--- src/rtl/iir_biquad_cascade.sv ---
// Time-multiplexed cascade of Direct-Form-I biquads sharing one multiplier-accumulator.
// Each stage output is rounded half-up and saturated before feeding the next stage.
module iir_biquad_cascade #(
    parameter int unsigned W      = 16,
    parameter int unsigned CW     = 16,
    parameter int unsigned FRAC   = 14,
    parameter int unsigned STAGES = 2
) (
    input  logic                              clk,
    input  logic                              rst,
    input  logic                              en,
    input  logic signed [W-1:0]               X,
    input  logic                              clear,
    input  logic                              coef_we,
    input  logic [$clog2(5*STAGES)-1:0]       coef_addr,
    input  logic signed [CW-1:0]              coef_wdata,
    output logic                              busy,
    output logic                              valid,
    output logic                              overrun,
    output logic signed [W-1:0]               Y
);

    localparam int unsigned NCOEF = 5 * STAGES;
    localparam int unsigned AW    = $clog2(NCOEF);
    localparam int unsigned SW    = (STAGES > 1) ? $clog2(STAGES) : 1;
    localparam int unsigned PW    = W + CW;
    localparam int unsigned ACCW  = W + CW + 4;

    localparam logic signed [ACCW-1:0] RND_HALF = ACCW'(1) << (FRAC - 1);
    localparam logic signed [ACCW-1:0] SAT_MAX  = ACCW'((64'd1 << (W - 1)) - 64'd1);
    localparam logic signed [ACCW-1:0] SAT_MIN  = ~SAT_MAX;
    localparam logic signed [CW-1:0]   B0_UNITY = CW'(1) << FRAC;

    localparam logic [1:0] IDLE = 2'd0;
    localparam logic [1:0] MAC  = 2'd1;
    localparam logic [1:0] DONE = 2'd2;

    logic [1:0]               state_q;
    logic [1:0]               state_d;
    logic [SW-1:0]            stage_q;
    logic [2:0]               k_q;
    logic [AW-1:0]            cidx_q;
    logic signed [ACCW-1:0]   acc_q;
    logic signed [W-1:0]      xin_q;
    logic signed [W-1:0]      result_q;

    logic signed [CW-1:0]     coef [NCOEF];
    logic signed [W-1:0]      x1 [STAGES];
    logic signed [W-1:0]      x2 [STAGES];
    logic signed [W-1:0]      y1 [STAGES];
    logic signed [W-1:0]      y2 [STAGES];

    logic signed [CW-1:0]     coef_op;
    logic signed [W-1:0]      data_op;
    logic signed [PW-1:0]     prod;
    logic signed [ACCW-1:0]   acc_nxt;
    logic signed [ACCW-1:0]   rnd;
    logic signed [W-1:0]      sat;
    logic                     last_mac;

    // Operand select: b0..b2 pair with stage input/history, a1/a2 with output history
    always_comb begin
        coef_op = coef[cidx_q];
        data_op = xin_q;
        case (k_q)
            3'd1:    data_op = x1[stage_q];
            3'd2:    data_op = x2[stage_q];
            3'd3:    data_op = y1[stage_q];
            3'd4:    data_op = y2[stage_q];
            default: data_op = xin_q;
        endcase
    end

    // Shared MAC, feedback products subtracted, then round half-up and saturate
    always_comb begin
        prod    = PW'(coef_op) * PW'(data_op);
        acc_nxt = (k_q >= 3'd3) ? (acc_q - ACCW'(prod)) : (acc_q + ACCW'(prod));
        rnd     = (acc_nxt + RND_HALF) >>> FRAC;
        if (rnd > SAT_MAX) begin
            sat = {1'b0, {(W-1){1'b1}}};
        end else if (rnd < SAT_MIN) begin
            sat = {1'b1, {(W-1){1'b0}}};
        end else begin
            sat = W'(rnd);
        end
    end

    assign last_mac = (k_q == 3'd4) && (stage_q == SW'(STAGES - 1));

    always_comb begin
        state_d = state_q;
        case (state_q)
            IDLE:    if (en) state_d = MAC;
            MAC:     if (last_mac) state_d = DONE;
            DONE:    state_d = IDLE;
            default: state_d = IDLE;
        endcase
    end

    always_ff @(posedge clk) begin
        if (rst) begin
            state_q <= IDLE;
        end else begin
            state_q <= state_d;
        end
    end

    // Datapath, coefficient bank, histories and registered outputs
    always_ff @(posedge clk) begin
        if (rst) begin
            stage_q  <= '0;
            k_q      <= '0;
            cidx_q   <= '0;
            acc_q    <= '0;
            xin_q    <= '0;
            result_q <= '0;
            busy     <= 1'b0;
            valid    <= 1'b0;
            overrun  <= 1'b0;
            Y        <= '0;
            for (int unsigned s = 0; s < STAGES; s++) begin
                x1[s] <= '0;
                x2[s] <= '0;
                y1[s] <= '0;
                y2[s] <= '0;
            end
            for (int unsigned i = 0; i < NCOEF; i++) begin
                coef[i] <= (i % 5 == 0) ? B0_UNITY : '0;
            end
        end else begin
            busy    <= (state_d != IDLE);
            valid   <= (state_q == DONE);
            overrun <= en && (state_q != IDLE);
            if (state_q == DONE) begin
                Y <= result_q;
            end
            case (state_q)
                IDLE: begin
                    if (clear) begin
                        for (int unsigned s = 0; s < STAGES; s++) begin
                            x1[s] <= '0;
                            x2[s] <= '0;
                            y1[s] <= '0;
                            y2[s] <= '0;
                        end
                    end
                    if (coef_we && (coef_addr < AW'(NCOEF))) begin
                        coef[coef_addr] <= coef_wdata;
                    end
                    if (en) begin
                        xin_q   <= X;
                        acc_q   <= '0;
                        stage_q <= '0;
                        k_q     <= '0;
                        cidx_q  <= '0;
                    end
                end
                MAC: begin
                    cidx_q <= cidx_q + AW'(1);
                    if (k_q == 3'd4) begin
                        x2[stage_q] <= x1[stage_q];
                        x1[stage_q] <= xin_q;
                        y2[stage_q] <= y1[stage_q];
                        y1[stage_q] <= sat;
                        xin_q       <= sat;
                        acc_q       <= '0;
                        k_q         <= '0;
                        stage_q     <= stage_q + SW'(1);
                        if (last_mac) begin
                            result_q <= sat;
                        end
                    end else begin
                        acc_q <= acc_nxt;
                        k_q   <= k_q + 3'd1;
                    end
                end
                default: ;
            endcase
        end
    end

endmodule

--- config.mk ---
export PLATFORM = sky130hd
export DESIGN_NAME = iir_biquad_cascade
export DESIGN_NICKNAME = d
export VERILOG_FILES = /design/src/rtl/iir_biquad_cascade.sv
export SDC_FILE = /design/constraint.sdc
export NUM_CORES = 2
export LEC_CHECK = 0
export CORE_ASPECT_RATIO = 0.75
export CORE_MARGIN = 3
export CORE_UTILIZATION = 45
export DETAILED_ROUTE_END_ITERATION = 16
export PLACE_DENSITY = 0.65
export SLEW_MARGIN = 20
export SYNTH_ARGS = -nofsm -noshare
export SYNTH_HDL_FRONTEND = slang
export SYNTH_SLANG_ARGS = --single-unit
export TNS_END_PERCENT = 10
--- constraint.sdc ---
create_clock -name clk -period 21.5 [get_ports clk]
set_input_delay 4.3 -clock clk [delete_from_list [all_inputs] [get_ports clk]]
set_output_delay 4.3 -clock clk [all_outputs]
set_load 0.01 [all_outputs]
==> impl_metrics.toml <==
[synthesis]
synth_area_per_cell_um2 = 10.7
seq_area_frac_synth = 0.403
synth.most_common_cell = "nor2_1"
synth.distinct_cells = 87
synth.area.top_cells = "edfxtp_1 34%, fa_1 16%, dfxtp_1 6.1%, nor2_1 5.0%, mux4_2 4.7%"
synth_flop_cell = "edfxtp_1"
synth_common_cells = "453 x nor2_1, 384 x edfxtp_1, 326 x inv_1, 267 x nand2_1, 263 x fa_1"
netlist_area_um2 = 33700
synthArstFlopShare = 0
synthCells = 3161
ys_ff_latch = 486
yosysTopAreaCell = "edfxtp_1"
yosys_warnings = 0
synth-edff-count = 384
yosys.area.top_type_share = 0.342

[sta]
rsz0062_at_grt = "no"
slew_violations = 0
holdWs_ns = 0.452
setup_tns_ns = 0
min_period_over_period = 0.633
finClkSkew_ns = 0.0402
finalHoldViolCount = 0
setup_viol = 0
max_slew_margin = 0.243
worst_pin_slew_ns = 1.13
period_needed_ns = 13.60
timing.fmax_mhz = 73.5

[worst_setup_path]
cp-end-kind = "flip-flop"
worstPathRequired_ns = 21.82
path_common_cell = "fa_1"
slowest_stage = "a311oi_1"
path_max_fanout = 16
startpoint_type = "flip-flop"
cp_data_arrival_time_ns = 13.92
max_stage_delay_ns = 0.86
critical_path_class = "reg -> reg"

[clock_tree]
clock_latency_ns = 0.61
cts_setup_buffers = 0
holdBufCountCts = 0
h-tree-depth = 2
cts_buffers = 48
clkSlewWorstSetupHoldPaths_ns = 0.07
cts_resized = 0
cts_buffer_depth = 3
clkSinkCount = 486
ctsRootBufferMaster = "clkbuf_16"
cts_tree = "built"

[routing]
drc = 0
viasPerCell = 5.55
num_vias = 23700
drtIter0Drc = 2149
wl_um = 86000
post_drt_wl_per_cell_um = 20.1
antenna_left = 0
dr.pass1.iters = 6

[global_route]
overflow = 0
grt_pass1_wl_um = 134000
grt_max_degree = 63
track_usage = 0.220
antenna_found_initial = 0
grt_pass1_vias = 23200

[die]
pin_count = 60
core_area_um2 = 73800
die-width_um = 322
initial_core_util = 0.456
die_y_um = 243
dieArea_um2 = 78200
std_cell_rows = 86

[place]
dp.cells = 4183
io_buffers = 59
placed_area_um2 = 35800
routabilityCongestion = 0.908
post-dp-hpwl_um = 61800

[cells_and_area]
fin_cells = 4272
final_area_um2 = 37400
drive_gt1_frac = 0.0841
diodes = 0
nets = 3695
area_delta_synth_final_pct = 11.0

[run]
maxCapViolations = 0

[hold_path]
hold_class = "reg -> reg"

[status]
outcome = "complete, no violations"
-- flip-flops by register name, indices dropped and copies added, names as in the netlist, named ones only --
register,cells
y1,32
k_q,3
busy,1
stage_q,1
cidx_q,4
Y,16
coef,256
x2,32
y2,32
state_q,2
acc_q,36
x1,32
result_q,16
valid,1
xin_q,16
overrun,1
-- metrics by stage --
stage                      util  setup slack, ns
after floorplan               -             9.05
after global placement    0.484             7.92
after detailed placement  0.484             7.80
after CTS                 0.506             7.74
after global routing      0.507             6.92
final                     0.507             7.90
-- metal layers --
metal,GRT usage,share of wire,wire [µm],vias to the layer above
met3,0.0408,0.071,6130,117
met5,0,0,0,-
li1,-,-,-,11000
met2,0.341,0.45,38900,769
met4,0.0534,0.023,1970,0
met1,0.320,0.45,39000,11800
-- worst paths after layout --
kind	cells past startpoint	to	slack [ns]	start
worst max-delay path	41	y1[0][1]	7.90	k_q[0]
worst min register to register	2	result_q[12]	0.45	result_q[12]
worst min-delay path	2	result_q[12]	0.45	result_q[12]
worst max register to register	41	y1[0][1]	7.90	k_q[0]
-- cell type report --
cell class	count	area, µm²
clock inverters	30	347
multi-input cells	2289	18700
flip-flops and latches	486	13600
repair buffers	114	1020
inverters	327	1230
well taps	968	1210
fillers	6710	36400
clock buffers	58	1260
-- worst max-delay path: cells and delay by family, from the launching register on --
kind	cells	cell delay, ns
buffers and inverters	6	0.91
AOI/OAI and AO/OA	13	4.54
adders and majority gates	9	4.23
xor gates and xnor gates	2	0.62
DFF	1	0.47
and+or+nand+nor	11	2.51
-- cell usage in the layout (no fill, tap or decap), drive strengths merged, types with 29 or more instances in the layout --
cell type and instances:
mux2i 52, nor3 29, clkbuf 58, nand2 268, inv 330, a22oi 46, conb 96, o21ai 111
dfxtp 102, edfxtp 384, fa 263, and2 50, a21oi 128, nor2 456, xnor2 53, buf 56
clkdlybuf4s50 58, nand3 37, mux4 71, ha 125, a31oi 31, xor2 44, nor2b 65, nand2b 67
-- cell families (layout without fill, tap and decap cells) --
logic type               Yosys count  after routing  synth area share
AO/OA/AOI/OAI                    494            494            0.0988
XOR/XNOR                          98             98            0.0266
adder cells (fa/ha/maj)          388            388             0.203
buffers and inverters            481            529            0.0544
flip-flops                       486            486             0.403
multiplexers                     140            140            0.0686
other                              1             96          0.000111
AND/OR/NAND/NOR                 1073           1073             0.146
Power is not shown: default switching activity piles up to over one toggle a cycle in this logic, so the estimate is an artifact.
